===== src/rtl/uart_tx_arbiter.sv =====
// Shares one UART TX channel among NREQ requesters, sending one byte per frame with an enforced idle gap.
// Define UART_TX_ARB_FIXED_PRIO_EN for fixed priority (lowest index wins); default is round-robin.
module uart_tx_arbiter #(
  parameter int NREQ        = 4,
  parameter int BYTESIZES   = 8,
  parameter int FRAME_TICKS = BYTESIZES + 3,
  parameter int GAP_TICKS   = 2
) (
  input  logic                      clock_out,
  input  logic                      nreset,
  input  logic [NREQ-1:0]           req_valid,
  input  logic [NREQ*BYTESIZES-1:0] req_data,
  output logic [NREQ-1:0]           req_ready,
  output logic                      tx_valid,
  output logic [BYTESIZES-1:0]      tx_data,
  output logic [$clog2(NREQ)-1:0]   grant_id,
  output logic                      busy
);

  localparam int IDW     = $clog2(NREQ);
  localparam int CNT_MAX = (FRAME_TICKS > GAP_TICKS) ? FRAME_TICKS : GAP_TICKS;
  localparam int CW      = (CNT_MAX > 1) ? $clog2(CNT_MAX) : 1;

  localparam logic [CW-1:0]  FRAME_LAST = CW'(FRAME_TICKS - 1);
  localparam logic [CW-1:0]  GAP_LAST   = CW'(GAP_TICKS - 1);
  localparam logic [CW-1:0]  CNT_ONE    = CW'(1);
  localparam logic [IDW-1:0] LAST_INIT  = IDW'(NREQ - 1);

  typedef enum logic [1:0] {
    IDLE,
    SEND,
    GAP
  } state_t;

  state_t                state, state_n;
  logic [CW-1:0]         cnt, cnt_n;
  logic                  tx_valid_n;
  logic [BYTESIZES-1:0]  tx_data_n;
  logic [IDW-1:0]        grant_n;
  logic [IDW-1:0]        last_grant, last_n;

  logic                  any_req;
  logic                  found;
  logic [IDW-1:0]        winner;
  logic [IDW-1:0]        cand;
  int                    base;
  logic [BYTESIZES-1:0]  req_bytes [NREQ];

  for (genvar g = 0; g < NREQ; g++) begin : g_bytes
    assign req_bytes[g] = req_data[g*BYTESIZES +: BYTESIZES];
  end

  assign any_req = |req_valid;

  // Search starts just past the last accepted requester, or at 0 in fixed-priority builds
  always_comb begin
`ifdef UART_TX_ARB_FIXED_PRIO_EN
    base = 0;
`else
    base = int'(last_grant) + 1;
`endif
    winner = '0;
    found  = 1'b0;
    cand   = '0;
    for (int k = 0; k < NREQ; k++) begin
      cand = IDW'((base + k) % NREQ);
      if (!found && req_valid[cand]) begin
        found  = 1'b1;
        winner = cand;
      end
    end
  end

  // The ready strobe is gated by nreset so it stays low for the whole reset window
  always_comb begin
    req_ready = '0;
    if (nreset && (state == IDLE) && any_req) begin
      req_ready[winner] = 1'b1;
    end
  end

  assign busy = (state != IDLE);

  always_comb begin
    state_n    = state;
    cnt_n      = cnt;
    tx_valid_n = tx_valid;
    tx_data_n  = tx_data;
    grant_n    = grant_id;
    last_n     = last_grant;
    case (state)
      IDLE: begin
        if (any_req) begin
          tx_data_n  = req_bytes[winner];
          grant_n    = winner;
          last_n     = winner;
          tx_valid_n = 1'b1;
          cnt_n      = '0;
          state_n    = SEND;
        end
      end
      SEND: begin
        if (cnt == FRAME_LAST) begin
          tx_valid_n = 1'b0;
          cnt_n      = '0;
          state_n    = GAP;
        end else begin
          cnt_n = cnt + CNT_ONE;
        end
      end
      GAP: begin
        if (cnt == GAP_LAST) begin
          cnt_n   = '0;
          state_n = IDLE;
        end else begin
          cnt_n = cnt + CNT_ONE;
        end
      end
      default: begin
        state_n    = IDLE;
        cnt_n      = '0;
        tx_valid_n = 1'b0;
      end
    endcase
  end

  // Reset mid-frame drops the byte outright; nothing is kept for a retry
  always_ff @(posedge clock_out or negedge nreset) begin
    if (!nreset) begin
      state      <= IDLE;
      cnt        <= '0;
      tx_valid   <= 1'b0;
      tx_data    <= '0;
      grant_id   <= '0;
      last_grant <= LAST_INIT;
    end else begin
      state      <= state_n;
      cnt        <= cnt_n;
      tx_valid   <= tx_valid_n;
      tx_data    <= tx_data_n;
      grant_id   <= grant_n;
      last_grant <= last_n;
    end
  end

endmodule


===== config.mk =====
export PLATFORM = sky130hd
export DESIGN_NAME = uart_tx_arbiter
export DESIGN_NICKNAME = d
export VERILOG_FILES = /design/src/rtl/uart_tx_arbiter.sv
export SDC_FILE = /design/constraint.sdc
export NUM_CORES = 1
export LEC_CHECK = 0
export ABC_CLOCK_PERIOD_IN_PS = 1800
export BUFFER_PORTS_ARGS = -buffer_cell sky130_fd_sc_hd__buf_2
export CORE_ASPECT_RATIO = 1.2
export CORE_UTILIZATION = 43
export DETAILED_ROUTE_END_ITERATION = 8
export GPL_ROUTABILITY_DRIVEN = 0
export PLACE_DENSITY = 0.72
export SYNTH_ARGS = -nofsm -noshare
export SYNTH_HDL_FRONTEND = slang
export SYNTH_SLANG_ARGS = --single-unit

===== constraint.sdc =====
create_clock -name clock_out -period 1.8 [get_ports clock_out]
set_input_delay 0 -clock clock_out [delete_from_list [all_inputs] [get_ports clock_out]]
set_output_delay 0 -clock clock_out [all_outputs]
set_load 0.03 [all_outputs]

==> flow_summary.ini, run 1 <==
[die]
dieArea_mm2 = 0.00319
die_w_um = 51.7
ios = 54
start_util = 0.453
dieHeight_um = 61.7
num_rows = 21
coreArea_mm2 = 0.00281

[setup_path]
crit_path_cell_trace = inv_2, ha_2, or4b_4, a21oi_2, nor2_1, nor2_1, mux2_1
cp_max_fo = 3
cp-start-kind = flop
slowest_stage = or4b_4
reg2reg_to = state[1]$_DFFE_PN0P_
r2r_slack_ns = -0.10
required_ns = 2.00
cp_common_cell = nor2_1
timing.rr.start = state[1]$_DFFE_PN0P_
cp-end-kind = flop
max_stage_delay_ns = 0.49
path_class = reg2reg
ff2ff_path_depth = 7
arrival_ns = 2.11

[detailed_routing]
drt_first_pass_iters = 4
wl_per_cell_um = 15.3
drt_iter0_drc = 40
vias = 1383
postRouteAntennaNets = 0
vias_per_cell = 5.53
totalWireLength_um = 3820
drc_errors = 0

[yosys]
synth_area_leader_cell = dfrtp_1
synth_edf_count = 0
yosys_register_bits = 19
synth_flop_cell = dfrtp_1
syn-instance-count = 141
syn-cell-area_mm2 = 0.00127
synth.distinct_cells = 39
ys_seq_area_frac = 0.375
yosysWarnings = 0
ys_top_cells_by_area = dfrtp_1 (33%), a211oi_1 (9.4%), mux2i_1 (6.3%), nor2_1 (5.3%), a31oi_1 (4.4%)
yosysTopAreaCellShare = 0.334
syn-num-nets = 182
async_flop_share = 1.00
avgSynthCellArea_um2 = 9.04

[final_layout]
area_delta_synth_final_pct = 48.3
fin_nets = 258
layout_common_cells = buf_2 (50), buf_4 (20), nor2_1 (17), dfrtp_1 (17), a211oi_1 (16)
drive_above_1_share = 0.486
num-fill-cells = 233
multi_input_area_um2 = 792
ff_latch_area_um2 = 478
antennaDiodeCount = 0
final_common_cell = buf_2
utilization = 0.672

[sta]
relSlewSlack = 0.758
skew_ns = 0.0220
period_share = 1.06
finalHoldViolCount = 0
layout_min_cycle_time_ns = 1.90
slew_violations = 0
rsz0062_at_grt = true
fin_ws_ns = -0.103
worst_pin_slew_ns = 0.362
setup_viol = 3
max_freq_mhz = 525
setup_tns_ns = -0.180
holdWs_ns = 0.0136

[clocking]
cts_buffers = 3
cts_tree = yes
clkLatencyLatePin_ns = 0.30
cts_max_path_buffers = 2
htreeDepth = 1
cts.sinks = 19
cts-root-buf = clkbuf_4
clk_pin_slew_ns = 0.13

[worst_hold_path]
hold_end = tx_data[5]$_DFFE_PN0P_
worstHoldPathType = in2reg
hold_path_depth = 3
min-delay-start = req_data[13]

[global_route]
track_usage = 0.212
grt_pass1_vias = 1235
grt_max_degree = 19
gr-total-overflow = 0
grt_antenna_before_repair = 0
grt_pass1_wl_um = 5120

[place]
numPortBuffers = 53
dp_hpwl_um = 2610

[status]
status = complete, but fails checks
violations = setup timing

[power]
p_leak_nw = 0.909
power_density_mw_per_mm2 = 1710
vdd_drop_max_v = 0.00123

[flow_run]
maxCapViolCount = 0
cells in the mapped netlist (2+ instances only):
cell type,number
nor2_1,18
nand2b_1,3
ha_1,3
a211oi_1,16
mux2i_1,8
nand3_1,2
nand2_1,10
and3_1,2
o21ai_0,6
inv_1,13
buf_6,2
dfrtp_1,17
dfstp_2,2
nor3b_1,2
a21o_1,2
a21oi_1,3
a31oi_1,9
nor3_1,2
worst max path at each step:
| stage | start | slack (ns) | endpoint |
|---|---|---|---|
| after floorplan | state[1]$_DFFE_PN0P_ | -0.006 | state[1]$_DFFE_PN0P_ |
| after global placement | state[1]$_DFFE_PN0P_ | 0.005 | state[1]$_DFFE_PN0P_ |
| after detailed placement | state[1]$_DFFE_PN0P_ | -0.08 | state[1]$_DFFE_PN0P_ |
| after CTS | state[1]$_DFFE_PN0P_ | -0.06 | state[1]$_DFFE_PN0P_ |
| after global routing | state[1]$_DFFE_PN0P_ | -0.17 | state[1]$_DFFE_PN0P_ |
| final | state[1]$_DFFE_PN0P_ | -0.10 | state[1]$_DFFE_PN0P_ |
timing repair:
action	4_1_cts	5_1_grt
hold buffers	1	0
pin swaps	3	11
setup endpoints to repair	13	15
buffers inserted	3	2
endpoints found under the hold margin	19	0
cloned	0	2
gates resized for setup	16	11
critical path: cells and delay by family (launching register included):
family / cells / cell delay [ns]
fa+ha+maj: 1 / 0.18
buf+inv: 1 / 0.05
flops: 1 / 0.42
compound gates: 1 / 0.15
mux: 1 / 0.32
simple gates: 3 / 0.67
final cells by class:
class	instances	area share
Timing Repair Buffer	76	0.266
Multi-Input combinational cell	104	0.419
Inverter	13	0.0258
Tap cell	34	0.0225
Clock buffer	4	0.0139
Sequential cell	19	0.253
per-layer routing:
| metal | GRT usage | wire (µm) | up-vias |
|---|---|---|---|
| met3 | 0.0296 | 131 | 4 |
| met4 | 0.0579 | 46 | 0 |
| li1 | - | - | 662 |
| met5 | 0 | 0 | - |
| met2 | 0.423 | 2160 | 46 |
| met1 | 0.233 | 1490 | 671 |
sequential cells by signal, indices dropped and copies added (netlist names):
register    flops
cnt             4
grant_id        2
last_grant      2
state           2
tx_data         8
tx_valid        1
per-stage QoR:
| stage | total power (W) | cell area (µm²) | cells | setup WS, ns |
|---|---|---|---|---|
| finish | 0.00324 | 1890 | 250 | -0.103 |
| global route | 0.00343 | 1890 | 250 | -0.166 |
| CTS | 0.00291 | 1780 | 246 | -0.0643 |
| detailed placement | 0.00260 | 1680 | 239 | -0.0777 |
| global placement | 0.00253 | 1680 | 239 | 0.00452 |
| floorplan | 0.00201 | 1290 | 141 | -0.00579 |
cell families after synthesis:
| family | share of synthesized area |
|---|---|
| AOI/OAI and AO/OA | 0.240 |
| DFF | 0.375 |
| buffers and inverters | 0.0765 |
| and+or+nand+nor | 0.207 |
| adders and majority gates | 0.0294 |
| muxes | 0.0716 |
report_power, final:
part / total, W / leakage, nW / internal (W) / switching, W
Clock: 0.000224 / 0.0150 / 0.0000861 / 0.000138
Sequential: 0.000778 / 0.224 / 0.000635 / 0.000143
Combinational: 0.00224 / 0.670 / 0.000996 / 0.00124
(Power assumes the default switching activity.)
==> inputs of run 2 (changes only) <==
--- a/config.mk
+++ b/config.mk
@@ -12,6 +12,7 @@
 export DETAILED_ROUTE_END_ITERATION = 8
 export GPL_ROUTABILITY_DRIVEN = 0
 export PLACE_DENSITY = 0.72
+export RECOVER_POWER = 50
 export SYNTH_ARGS = -nofsm -noshare
 export SYNTH_HDL_FRONTEND = slang
 export SYNTH_SLANG_ARGS = --single-unit
==> run 2 against run 1 <==
  * The run still ends with setup timing left
  * Clock power about the same
  * Non-clock buffer count unchanged
  * Sequential cell count unchanged
  * Total power fell by 0.16%
  * Register-to-register slack barely moved
  * Clock skew is essentially flat
  * Sequential share of layout area is 0.10 points higher
  * First-iteration DRC count unchanged
  * Final area fell by 0.40%
  * Die area stayed put
  * Global-route usage unchanged
  * Routed wire length hardly changed
  * Largest cell class unchanged
==> flow_summary.ini, run 2 (synthesis gave the netlist of run 1 again) <==
[global_route]
grt_max_degree = 19
grt_antenna_before_repair = 0
grt_util_met2 = 0.423
gr-total-overflow = 0
grt_pass1_vias = 1235
grt_use_met3 = 0.0296
track_usage = 0.212
busiest_layer = met2
grt_pass1_wl_um = 5120
met1_usage = 0.233

[setup_path]
max_stage_delay_ns = 0.49
ff2ff_path_depth = 7
crit_path_start = state[1]$_DFFE_PN0P_
r2r_slack_ns = -0.10
cp-start-kind = flop
arrival_ns = 2.11
cp_max_fo = 3
crit_path_cell_trace = inv_2, ha_2, or4b_4, a21oi_2, nor2_1, nor2_1, mux2_1
slowest_stage = or4b_4
cp.depth = 7
cp-end-kind = flop
path_buf_inv = 1
cpLargestDelayFamily = simple AND/OR/NAND/NOR gates
timing.rr.start = state[1]$_DFFE_PN0P_
path_class = reg2reg
cp_common_cell = nor2_1
required_ns = 2.00
reg2reg_to = state[1]$_DFFE_PN0P_
critPathCapture = state[1]$_DFFE_PN0P_

[detailed_routing]
vias_per_cell = 5.54
drc_errors = 0
wl_per_cell_um = 15.3
drt_iter0_drc = 40
postRouteAntennaNets = 0
totalWireLength_um = 3820
drt_first_pass_iters = 4
vias = 1385

[clocking]
cts_tree = yes
clkLatencyLatePin_ns = 0.30
cts-root-buf = clkbuf_4
cts_max_path_buffers = 2
clk_pin_slew_ns = 0.13
htreeDepth = 1
cts_buffers = 3
cts.sinks = 19

[power]
vdd_drop_max_v = 0.00123
power_density_mw_per_mm2 = 1720
p_leak_nw = 0.897

[final_layout]
layout_common_cells = buf_2 (47), buf_4 (19), nor2_1 (17), dfrtp_1 (17), a211oi_1 (16)
top_regs = tx_data: 8 flops, cnt: 4 flops
utilization = 0.670
fin_cells = 250
final_common_cell = buf_2
area_delta_synth_final_pct = 47.7
top_register = tx_data
antennaDiodeCount = 0
largest_reg_flops = 8
fin_nets = 258
num-fill-cells = 237
drive_above_1_share = 0.468

[die]
num_rows = 21
coreArea_mm2 = 0.00281
start_util = 0.453
die_w_um = 51.7
dieHeight_um = 61.7
dieArea_mm2 = 0.00319
ios = 54

[place]
dp_hpwl_um = 2610
numPortBuffers = 53
dp.cells = 239

[sta]
layout_min_cycle_time_ns = 1.90
setup_viol = 3
skew_ns = 0.0222
fin_ws_ns = -0.105
relSlewSlack = 0.493
max_freq_mhz = 525
rsz0062_at_grt = true
period_share = 1.06
slew_violations = 0
finalHoldViolCount = 0
holdWs_ns = 0.0128
worst_pin_slew_ns = 0.760

[status]
violations = setup timing
status = complete, but fails checks

[flow_run]
maxCapViolCount = 0

[worst_hold_path]
worstHoldPathType = in2reg
-- run 2: worst register-to-register path, cell delays in order, from the launching register on --
cell     delay (ns)
dfrtp_1        0.42
inv_2          0.06
ha_2           0.18
or4b_4         0.49
a21oi_2        0.15
nor2_1         0.07
nor2_1         0.11
mux2_1         0.32
-- run 2: layer usage --
metal	share of wire	vias to the layer above
met5	0	-
met4	0.012	0
met3	0.034	4
met2	0.56	44
met1	0.39	675
li1	-	662
-- run 2: layout make-up --
cell class	count	area, µm²	area share
multi-input cells	104	792	0.421
repair buffers	76	495	0.263
flip-flops and latches	19	478	0.254
inverters	13	48.8	0.0259
well taps	34	42.5	0.0226
clock buffers	4	26.3	0.0140
-- run 2: repair_timing --
action | CTS | global route
pin swaps | 3 | 11
hold endpoints to repair | 19 | 0
buffers inserted | 3 | 2
endpoints found under the setup margin | 13 | 15
resized for setup | 16 | 11
hold buffers | 1 | 0
gates cloned | 0 | 2
-- run 2: report_power, final --
group	internal [W]	switching (W)
logic	0.000988	0.00124
registers	0.000635	0.000144
clock network	0.0000861	0.000139
-- run 2: metrics by stage --
step	setup TNS (ns)	total power [W]	cell area (µm²)	setup WS (ns)
after floorplan	-0.00579	0.00201	1290	-0.00579
after global placement	0	0.00253	1680	0.00452
after detailed placement	-0.139	0.00260	1680	-0.0777
after CTS	-0.0720	0.00291	1780	-0.0643
after global routing	-0.471	0.00342	1880	-0.166
final	-0.185	0.00324	1880	-0.105
-- run 2: how the worst min path moves through the flow --
stage	depth (start not counted)	endpoint	slack, ns	startpoint
global placement	1	tx_data[3]$_DFFE_PN0P_	-0.15	nreset
global route	3	tx_data[1]$_DFFE_PN0P_	0.06	req_data[9]
CTS	3	tx_data[5]$_DFFE_PN0P_	0.03	req_data[13]
floorplan	0	cnt[0]$_DFFE_PN0P_	-0.30	nreset
finish	3	tx_data[5]$_DFFE_PN0P_	0.01	req_data[13]
detailed placement	1	tx_data[3]$_DFFE_PN0P_	-0.14	nreset
